## src/rtl/inst_fetch_pkg.sv

```systemverilog
// Shared CPU definitions used by the fetch stage and its buffer.
package cpu_defs;

   localparam int INST_W = 32;
   localparam int AW_DEF = 32;

   // Instruction shown to decode while no buffer entry is valid.
   localparam logic [INST_W-1:0] NOP_INST = 32'h0000_0000;

endpackage

```

## src/rtl/fetch_buf.sv

```systemverilog
// Synchronous FIFO holding {pc, instruction} pairs for the fetch stage.
// Reset clears pointers, count and storage; clear empties the FIFO only.
module fetch_buf #(
   parameter int DEPTH = 2,
   parameter int W     = 64
) (
   input  logic                       clk,
   input  logic                       rst,
   input  logic                       clear_i,
   input  logic                       push_i,
   input  logic [W-1:0]               wdata_i,
   input  logic                       pop_i,
   output logic [$clog2(DEPTH+1)-1:0] count_o,
   output logic [W-1:0]               head_o
);

   localparam int PW = $clog2(DEPTH);
   localparam int CW = $clog2(DEPTH + 1);

   logic [W-1:0]  mem_q [DEPTH];
   logic [PW-1:0] wr_ptr_q, wr_ptr_d;
   logic [PW-1:0] rd_ptr_q, rd_ptr_d;
   logic [CW-1:0] count_q, count_d;
   logic          pop_eff;
   logic          push_eff;

   // An empty FIFO ignores pops; a full one accepts a push only alongside a pop.
   assign pop_eff  = pop_i && (count_q != '0);
   assign push_eff = push_i && ((count_q != CW'(DEPTH)) || pop_eff);

   // Next-state pointers and occupancy; clear overrides push and pop.
   always_comb begin
      wr_ptr_d = wr_ptr_q;
      rd_ptr_d = rd_ptr_q;
      count_d  = count_q;
      if (clear_i) begin
         wr_ptr_d = '0;
         rd_ptr_d = '0;
         count_d  = '0;
      end else begin
         if (push_eff) wr_ptr_d = wr_ptr_q + PW'(1);
         if (pop_eff)  rd_ptr_d = rd_ptr_q + PW'(1);
         count_d = count_q + CW'(push_eff) - CW'(pop_eff);
      end
   end

   // Control state registers.
   always_ff @(posedge clk) begin
      if (rst) begin
         wr_ptr_q <= '0;
         rd_ptr_q <= '0;
         count_q  <= '0;
      end else begin
         wr_ptr_q <= wr_ptr_d;
         rd_ptr_q <= rd_ptr_d;
         count_q  <= count_d;
      end
   end

   // Entry storage; a push during clear is dropped.
   always_ff @(posedge clk) begin
      if (rst) begin
         for (int i = 0; i < DEPTH; i++) mem_q[i] <= '0;
      end else if (push_eff && !clear_i) begin
         mem_q[wr_ptr_q] <= wdata_i;
      end
   end

   assign count_o = count_q;
   assign head_o  = mem_q[rd_ptr_q];

endmodule

```

## src/rtl/inst_fetch.sv

```systemverilog
// Instruction fetch stage: issues ROM reads for the incoming PC, queues the
// returned {pc, instruction} pairs and hands them to decode with valid/ready.
module inst_fetch
   import cpu_defs::*;
#(
   parameter int DEPTH = 2,
   parameter int AW    = AW_DEF
) (
   input  logic              clk,
   input  logic              rst,
   input  logic [AW-1:0]     pc,
   input  logic              pc_ce,
   output logic              pc_ready,
   output logic              imem_ce,
   output logic [AW-1:0]     imem_addr,
   input  logic [INST_W-1:0] imem_rdata,
   input  logic              flush,
   output logic              id_valid,
   output logic [AW-1:0]     id_pc,
   output logic [INST_W-1:0] id_inst,
   input  logic              id_ready
);

   localparam int CW = $clog2(DEPTH + 1);
   localparam int EW = AW + INST_W;

   logic [CW-1:0] count;
   logic [EW-1:0] head;
   logic [CW:0]   occ;
   logic          clear;
   logic          pop;
   logic          push;
   logic          issue;
   logic          inflight_q, inflight_d;
   logic [AW-1:0] pc_q, pc_d;

   assign clear    = rst || flush;
   assign id_valid = (count != '0);
   assign pop      = id_valid && id_ready;

   // Slots committed after this edge: held entries plus the read already in
   // flight, less the one decode takes now. Issue only if one remains free,
   // so the ROM response always has room when it lands.
   assign occ   = {1'b0, count} + (CW+1)'(inflight_q) - (CW+1)'(pop);
   assign issue = pc_ce && !flush && !rst && (occ < (CW+1)'(DEPTH));

   assign pc_ready  = issue;
   assign imem_ce   = issue;
   assign imem_addr = {pc[AW-1:2], 2'b00};

   // The ROM answers one cycle after issue; a flush in that cycle drops it.
   assign push = inflight_q && !clear;

   // Track the outstanding read and the full PC it was issued for.
   always_comb begin
      inflight_d = issue;
      pc_d       = issue ? pc : pc_q;
   end

   // Fetch tracking registers.
   always_ff @(posedge clk) begin
      if (rst) begin
         inflight_q <= 1'b0;
         pc_q       <= '0;
      end else begin
         inflight_q <= inflight_d;
         pc_q       <= pc_d;
      end
   end

   fetch_buf #(
      .DEPTH (DEPTH),
      .W     (EW)
   ) u_buf (
      .clk     (clk),
      .rst     (rst),
      .clear_i (clear),
      .push_i  (push),
      .wdata_i ({pc_q, imem_rdata}),
      .pop_i   (pop),
      .count_o (count),
      .head_o  (head)
   );

   assign id_pc   = head[EW-1:INST_W];
   assign id_inst = id_valid ? head[INST_W-1:0] : NOP_INST;

endmodule

```

## config.mk

```make
export PLATFORM = sky130hd
export DESIGN_NAME = inst_fetch
export DESIGN_NICKNAME = d
export VERILOG_FILES = /design/src/rtl/inst_fetch_pkg.sv /design/src/rtl/fetch_buf.sv /design/src/rtl/inst_fetch.sv
export SDC_FILE = /design/constraint.sdc
export NUM_CORES = 1
export LEC_CHECK = 0
export BUFFER_PORTS_ARGS = -buffer_cell sky130_fd_sc_hd__buf_2
export CORE_MARGIN = 8
export CORE_UTILIZATION = 46
export CTS_CLUSTER_DIAMETER = 120
export DETAILED_ROUTE_END_ITERATION = 16
export HOLD_SLACK_MARGIN = 0.1
export PLACE_DENSITY = 0.78
export SLEW_MARGIN = 30
export SYNTH_ARGS = -nofsm -noshare
export SYNTH_HDL_FRONTEND = slang
export SYNTH_SLANG_ARGS = --single-unit
```

## constraint.sdc

```tcl
create_clock -name clk -period 3.7 [get_ports clk]
set_input_delay 0.555 -clock clk [delete_from_list [all_inputs] [get_ports clk]]
set_output_delay 0.555 -clock clk [all_outputs]
set_load 0.02 [all_outputs]
```

; ---- After elaboration in Yosys (flattened, before gate mapping)
; Memories as Yosys holds them, arrays and structs flattened. A register that Yosys moved wholly into a read port is not among the register bits.
; Cells that the tools add are included.
[totals]
regBits = 37
output_inout_bits = 99
n_memories = 1
in_bits = 69
ram_bits = 128
wordCells = 41
[classes]
magnitude_cmp = 1
n_mux = 11
addsub = 6
n_eq_ne = 1
reduce_logical = 16
[mem_list]
columns = memory, words, word_bits, rd, rd_clocked_by_memory_dff, wr, line_no
row1 = u_buf.mem_q, 2, 64, 1, 1, 2, fetch_buf.sv:20  ; logic [W-1:0] mem_q [DEPTH];
[op_table]
columns = cell, count
row1 = $mux 64, 1
row2 = $reduce_or 64->1, 1
row3 = $mux 32, 1
row4 = $mux 1, 9
row5 = $logic_and 1x1->1, 8
row6 = $add 2x1->3, 1
row7 = $logic_not 1->1, 3
row8 = $lt 3x2->1 const B, 1
row9 = $sub 3x1->3, 1
row10 = $add 1x1->1 const B, 2
row11 = $add 2x1->2, 1
row12 = $logic_or 1x1->1, 2
row13 = $ne 2x2->1 const B, 1
row14 = $reduce_bool 2->1, 1
row15 = $reduce_or 2->1, 1
row16 = $sub 2x1->2, 1

; ---- Longest topological paths before layout
; Gate-level depths: netlist of run 1.
[depth]
ltp_word = 11
mapped_depth = 10
depth_no_buf = 7

; ---- By module
; Synthesis of run 1 repeated with hierarchy kept, for this count alone.
[hier_totals]
cells_unflattened = 596
area_unflattened_um2 = 7672.4
[modules_own_cells]
columns = mod, instances, cells_per_inst, area_each_um2
row1 = fetch_buf, 1, 366, 5828.1
row2 = inst_fetch, 1, 230, 1844.3

; ---- Worst setup path before layout of run 1
; Ideal clock, no wire load.
[synth_timing]
path_type = input-to-output
start = in id_ready
end = out pc_ready
cell_stages = 8
setup_slack_ns = 0.652
path_buffers = 2
t_arrival_ns = 2.493
path_cell_list = o21a_1 -> ha_1 -> nand2b_1 -> fa_1 -> nand4bb_1 -> clkbuf_1 -> nor2_1 -> buf_4
[synth_between]
elab_chain_len = 4
[synth_lines]
columns = item, line_no
row1 = from (decl), inst_fetch.sv:21  ; input logic id_ready
row2 = $logic_and 1x1->1, inst_fetch.sv:39  ; assign pop = id_valid && id_ready;
row3 = $sub 3x1->3, inst_fetch.sv:44  ; assign occ = {1'b0, count} + (CW+1)'(inflight_q) - (CW+1)'(pop);
row4 = $lt 3x2->1, inst_fetch.sv:45  ; assign issue = pc_ce && !flush && !rst && (occ < (CW+1)'(DEPTH));
row5 = $logic_and 1x1->1, inst_fetch.sv:45
row6 = to (decl), inst_fetch.sv:13  ; output logic pc_ready,
; Every way passes these cells.

; ---- Final worst setup path of run 1
[layout_timing]
start = reg u_buf.count_q[1] (netlist: u_buf.count_o[1])
end = out pc_ready
[layout_between]
elab_chain_len = 5
elab_cells_between_ends = 6
[layout_lines]
columns = item, line_no
row1 = from (decl), fetch_buf.sv:23  ; logic [CW-1:0] count_q, count_d;
row2 = from (signal assigned), fetch_buf.sv:56  ; count_q <= count_d;
row3 = branches (longest 2 deep; another with $add 2x1->3), --
row4 = $sub 3x1->3 *, inst_fetch.sv:44
row5 = $lt 3x2->1 *, inst_fetch.sv:45
row6 = $logic_and 1x1->1 *, inst_fetch.sv:45
; Mark *: on every way between the ends.

==> results.md, run 1 <==
- DRT iter0 DRCs: 241
- Synth Area in Adders: 0.00754
- Max-cap violations: 0
- HP Class: primary input to flop
- Worst setup SP type: flop
- Cts repair resizes: 0
- Core area: 0.0164 mm²
- CTS buffer count: 17
- Initial antenna violation count: 0
- GRT Util Overall: 0.157
- Die Area: 0.0210 mm²
- Top_reg_cell synth: edfxtp_1
- Crit end category: output pin
- Drt first pass iters: 4
- Tightest Pin Transition: 0.807 ns
- Grt ovf: 0
- Std cell rows: 47
- Final HPWL from detailed placement: 10,100 µm
- Critical Path RT: 3.14 ns
- Vias: 4,690
- Ports: 168
- CTS sink count: 166
- Syn Inst Count: 595
- Final nets: 790
- Filler instances: 1,379
- Max-slew violations: 0
- Setup Viol. Count Final: 0
- Sum Neg Setup Slack: 0 ns
- Hold buffer count at CTS: 0
- Unrepaired setup endpoints after global routing: false
- Leak Pwr: 3.56 nW
- Avg Inst Size Synth: 12.8 µm²
- Vias in the first global route: 4,826
- Share of layout cells above drive strength 1: 0.404
- Post-synthesis compound-gate area fraction: 0.0449
- Total power: 4.00 mW
- EDFF count, synth: 128
- DRC viols: 0
- Max Freq: 307 MHz
- Post-DRT Antenna Nets: 0
- Tmin final: 3.26 ns
- Clock Path Buffers: 2
- Final Wtd Congestion: 0.749
- CTS tree: done
- Routed WL: 16,000 µm
- Clk_lat worst skew: 0.42 ns
- Number of vias per cell: 4.94
- # diodes: 0
- Normalized max-slew margin: 0.462
- Crit path kind: flop to output pin
- Sequential share of the synthesized area: 0.603
- Chip Width: 145 µm
- CTS Root Cell: clkbuf_16
- Pwr Density: 449 mW/mm²
- Routed WL per cell: 16.8 µm
- XOR/XNOR Fraction of Synth Area: 0.00574
- Final design utilization: 0.543
- Port bufs: 165
- Clk_skew: 0.00949 ns
- Reg clk slew, reported paths: 0.06 ns
- First-pass GRT wire length: 24,700 µm
- Max FO, Critical Path: 8
- CTS H-tree lvls: 4
- Largest net degree at the start of global routing: 66
- Simple-Gate Fraction of Synth Area: 0.177
- Peak VDD IR: 287 µV
- Async SR Flop Fraction: 0
- Mapped Area: 0.00763 mm²
- Final period utilization: 0.881
- Synth-to-layout area growth: 16.9%
- Die Y: 145 µm
- Status: complete, no violations
- Initial Utilization: 0.465
- FF+latch count, synth: 166
- Distinct cells, synth: 35
- Critical Path AT: 2.71 ns
- Yosys warnings: 0
- Post-synthesis mux area share: 0.0892
- Largest family of logic cells by synthesized area: simple AND/OR/NAND/NOR gates
- Setup Fix Bufs, Post-CTS: 0
- Final Hold Fails: 0
flip-flops by register name, indices dropped and copies added (netlist names), named ones only:
name and flops:
u_buf.mem_q 128, pc_q 32, u_buf.count_o 2, inflight_q 1, u_buf.rd_ptr_q 1, u_buf.wr_ptr_q 1
layer usage:
metal,track usage,vias to the layer above,part of all wire
met2,0.277,150,0.50
met1,0.177,2237,0.41
met5,0,-,0
li1,-,2284,-
met3,0.0430,19,0.066
met4,0.0591,0,0.017
synthesized netlist by cell type, types with 7 or more instances:
cell type,n,area [µm²]
edfxtp_1,128,3840
mux2_2,32,360
nand3_1,32,160
and2_4,50,438
a21oi_1,32,160
buf_4,34,255
dfxtp_1,38,761
mux2i_1,32,320
clkbuf_1,17,63.8
nor2_1,35,131
o21ai_0,32,160
buf_6,7,78.8
buf_2,12,60.1
and2_1,80,500
final cells by class:
cell class	instances	area (µm²)	share of cell area
multi-input combinational	352	2520	0.283
inverter	3	11.3	0.00126
tap	220	275	0.0309
sequential	166	4610	0.517
clock buffer	21	440	0.0494
clock inverter	11	109	0.0122
timing repair buffer	177	948	0.106
layout by cell type, fill, tap and decap left out, drive strengths merged, types with 32 or more instances in the layout:
| master | count |
|---|---|
| o21ai | 32 |
| buf | 177 |
| mux2 | 32 |
| nor2 | 36 |
| nand3 | 32 |
| mux2i | 32 |
| a21oi | 32 |
| dfxtp | 38 |
| and2 | 130 |
| edfxtp | 128 |
cells by family after synthesis:
kind of cell,Yosys count
AO/OA/AOI/OAI,67
flip-flops,166
other,1
adder cells (fa/ha/maj),4
AND/OR/NAND/NOR,210
multiplexers,64
XOR/XNOR,5
buffers and inverters,78
critical path, cell delays in order, from the launching register on:
cell and delay (ns):
dfxtp_1 0.60, o21a_1 0.20, ha_1 0.21, nand2b_1 0.16, fa_1 0.52, nand4bb_1 0.14, nor2_1 0.25, buf_2 0.22
per-stage QoR:
stage	setup slack, ns	instance area, µm²	hold WS, ns	instances
4_1_cts	0.381	8890	0.371	949
6_report	0.439	8920	0.391	950
2_1_floorplan	0.652	7630	0.458	596
3_5_place_dp	0.807	8340	0.478	917
3_3_place_gp	0.824	8320	0.470	916
5_1_grt	0.271	8920	0.387	950
report_power, final:
group	total [mW]	switching, mW	leakage, nW	internal [mW]
logic	0.257	0.163	1.67	0.0933
clock network	1.66	0.676	0.259	0.982
registers	2.09	0.0214	1.63	2.07
total	4.00	0.860	3.56	3.14
worst paths after layout:
| check | startpoint | end | slack [ns] | cells after the start |
|---|---|---|---|---|
| hold reg to reg | pc_q[5]$_SDFFE_PP0P_ | pc_q[5]$_SDFFE_PP0P_ | 0.49 | 2 |
| setup / recovery | u_buf.count_o[1]$_SDFF_PP0_ | pc_ready | 0.44 | 7 |
| hold / removal | pc[12] | pc_q[12]$_SDFFE_PP0P_ | 0.39 | 3 |
| setup reg to reg | u_buf.count_o[1]$_SDFF_PP0_ | pc_q[29]$_SDFFE_PP0P_ | 0.93 | 8 |
No activity file was read; power rests on OpenSTA's default activity.
==> run 2, diff against run 1 <==
--- a/config.mk
+++ b/config.mk
@@ -7,11 +7,11 @@
 export LEC_CHECK = 0
 export BUFFER_PORTS_ARGS = -buffer_cell sky130_fd_sc_hd__buf_2
 export CORE_MARGIN = 8
-export CORE_UTILIZATION = 46
+export CORE_UTILIZATION = 50
 export CTS_CLUSTER_DIAMETER = 120
 export DETAILED_ROUTE_END_ITERATION = 16
 export HOLD_SLACK_MARGIN = 0.1
-export PLACE_DENSITY = 0.78
+export PLACE_DENSITY = 0.83
 export SLEW_MARGIN = 30
 export SYNTH_ARGS = -nofsm -noshare
 export SYNTH_HDL_FRONTEND = slang
==> run 2 against run 1 <==
Routed wire length up 0.46%. Power up 0.46%. Clock-buffer cell count unchanged. Utilization up 4.8 points. Sequential share of layout area up 0.12 points. Critical path depth unchanged. Setup slack better by 0.014 ns. Combinational power about the same. Clock power about the same.
==> results.md, run 2 (synthesized netlist as in run 1, its figures left out) <==
- Ports: 168 (unchanged)
- Vias in the first global route: 5,143 (was 4,826)
- Hold_sp: pc[11] (was pc[12])
- DP Area: 0.00828 mm² (was 0.00834 mm²)
- Unrepaired setup endpoints after global routing: false (unchanged)
- Sw power: 884 µW (was 860 µW)
- Grt ovf: 0 (unchanged)
- Synth-to-layout area growth: 16.6% (was 16.9%)
- Max FO, Critical Path: 8 (unchanged)
- Port bufs: 165 (unchanged)
- GRT Util Overall: 0.167 (was 0.157)
- Final Hold Fails: 0 (unchanged)
- Setup Fix Bufs, Post-CTS: 0 (unchanged)
- Final design utilization: 0.592 (was 0.543)
- Critical Path RT: 3.14 ns (about the same)
- Commonest non-fill, non-tap cells in the layout: buf_2 (165), edfxtp_1 (128), and2_1 (80) (unchanged)
- Final nets: 789 (was 790)
- Core area: 0.0150 mm² (was 0.0164 mm²)
- Peak VDD IR: 283 µV (was 287 µV)
- Final Wtd Congestion: 0.764 (was 0.749)
- Hold path cells: 3 (unchanged)
- Status: complete, no violations (unchanged)
- Largest register by flop count: u_buf.mem_q (unchanged)
- Total power: 4.02 mW (was 4.00 mW)
- Int Power: 3.14 mW (about the same)
- Routed WL per cell: 17.5 µm (was 16.8 µm)
- Max Freq: 308 MHz (was 307 MHz)
- Reg2reg setup slack: 1.13 ns (was 0.93 ns)
- Commonest non-fill, non-tap cell in the layout: buf_2 (unchanged)
- Tightest Pin Transition: 0.810 ns (was 0.807 ns)
- Clk_skew: 0.00911 ns (was 0.00949 ns)
- Normalized max-slew margin: 0.460 (was 0.462)
- Switching Fraction: 0.220 (was 0.215)
- CTS sink count: 166 (unchanged)
- Routed WL: 16,100 µm (was 16,000 µm)
- Largest net degree at the start of global routing: 66 (unchanged)
- First-pass GRT wire length: 25,500 µm (was 24,700 µm)
- Setup Viol. Count Final: 0 (unchanged)
- Initial antenna violation count: 0 (unchanged)
- CTS buffer count: 17 (unchanged)
- Final period utilization: 0.878 (was 0.881)
- Hold buffer count at CTS: 0 (unchanged)
- Die Y: 140 µm (was 145 µm)
- Reg2Reg Depth: 8 (unchanged)
- CTS Root Cell: clkbuf_16 (unchanged)
- Share of layout cells above drive strength 1: 0.412 (was 0.404)
- Hold Path End: pc_q[11]$_SDFFE_PP0P_ (was pc_q[12]$_SDFFE_PP0P_)
- Clk_lat worst skew: 0.43 ns (was 0.42 ns)
- Worst flop-to-flop path endpoint: pc_q[27]$_SDFFE_PP0P_ (was pc_q[29]$_SDFFE_PP0P_)
- Die Area: 0.0195 mm² (was 0.0210 mm²)
- Max-cap violations: 0 (unchanged)
- HP Class: primary input to flop (unchanged)
- Combinational power share: 0.064 (about the same)
- Pwr Density: 452 mW/mm² (was 449 mW/mm²)
- Cts repair resizes: 0 (unchanged)
- Chip Width: 140 µm (was 145 µm)
- Sum Neg Setup Slack: 0 ns (unchanged)
- Worst setup SP type: flop (unchanged)
- # diodes: 0 (unchanged)
- Crit path kind: flop to output pin (unchanged)
- Max reg flops: 128 (unchanged)
- Initial Utilization: 0.508 (was 0.465)
- Max-slew violations: 0 (unchanged)
- Critical Path AT: 2.69 ns (was 2.71 ns)
- Drt first pass iters: 5 (was 4)
- Leak Pwr: 3.57 nW (was 3.56 nW)
- Clock Path Buffers: 2 (unchanged)
- DRT iter0 DRCs: 227 (was 241)
- Std cell rows: 45 (was 47)
- Sequential share of power: 0.520 (was 0.522)
- Post-DRT Antenna Nets: 0 (unchanged)
- Final HPWL from detailed placement: 10,300 µm (was 10,100 µm)
- DRC viols: 0 (unchanged)
- Post-route cell area: 0.00890 mm² (was 0.00892 mm²)
- WHS: 0.383 ns (was 0.391 ns)
- Vias: 4,794 (was 4,690)
- CTS tree: done (unchanged)
- CTS H-tree lvls: 4 (unchanged)
- Crit end category: output pin (unchanged)
- Tmin final: 3.25 ns (was 3.26 ns)
- Clock Power Share: 0.416 (was 0.414)
- Reg clk slew, reported paths: 0.06 ns (about the same)
- Worst r2r src: u_buf.count_o[1]$_SDFF_PP0_ (unchanged)
- Number of vias per cell: 5.23 (was 4.94)
==> run 2: changes by cell type in the layout (fill, tap and decap cells not counted) <==
cell | previous run | this run
clkinvlp_4 | 3 | 4
clkinv_4 | 0 | 3
clkinv_1 | 3 | 0
buf_12 | 1 | 3
clkbuf_1 | 4 | 1
clkbuf_8 | 0 | 3
buf_4 | 10 | 8
buf_16 | 1 | 0
bufinv_16 | 2 | 1
==> run 2: worst max-delay path, cell delays in order (launching register included) <==
cell and delay (ns):
dfxtp_1 0.60, o21a_1 0.20, ha_1 0.21, nand2b_1 0.15, fa_1 0.52, nand4bb_1 0.13, nor2_1 0.24, buf_2 0.22
==> run 2: cell type report <==
cell class	instances	area (µm²)
Fill cell	1244	6140
Sequential cell	166	4610
Multi-Input combinational cell	352	2520
Timing Repair Buffer	176	946
Clock buffer	21	470
Tap cell	188	235
Clock inverter	11	101
Inverter	3	11.3
==> run 2: worst max path at each step <==
stage	from	endpoint	slack [ns]	cells past startpoint
CTS	u_buf.count_o[1]$_SDFF_PP0_	pc_ready	0.42	7
global route	u_buf.count_o[1]$_SDFF_PP0_	imem_ce	0.32	7
global placement	id_ready	pc_ready	0.85	8
floorplan	id_ready	pc_ready	0.65	8
detailed placement	id_ready	pc_ready	0.85	8
finish	u_buf.count_o[1]$_SDFF_PP0_	pc_ready	0.45	7
==> run 2: through the flow <==
step	cells	setup slack, ns
CTS	915	0.418
global route	917	0.316
finish	917	0.453
detailed placement	883	0.846
floorplan	596	0.652
global placement	882	0.852
==> run 2: power by group through the flow <==
stage | Sequential, mW | Combinational, mW | Clock [mW]
floorplan | 2.13 | 0.169 | 0
global placement | 2.13 | 0.248 | 0
detailed placement | 2.13 | 0.254 | 0
CTS | 2.09 | 0.255 | 1.70
global route | 2.10 | 0.279 | 1.78
finish | 2.09 | 0.257 | 1.67
==> run 2: layer usage <==
| layer | up-vias | GRT usage | part of all wire |
|---|---|---|---|
| li1 | 2278 | - | - |
| met1 | 2330 | 0.187 | 0.42 |
| met2 | 162 | 0.294 | 0.51 |
| met3 | 24 | 0.0503 | 0.056 |
| met4 | 0 | 0.0669 | 0.020 |
| met5 | - | 0 | 0 |
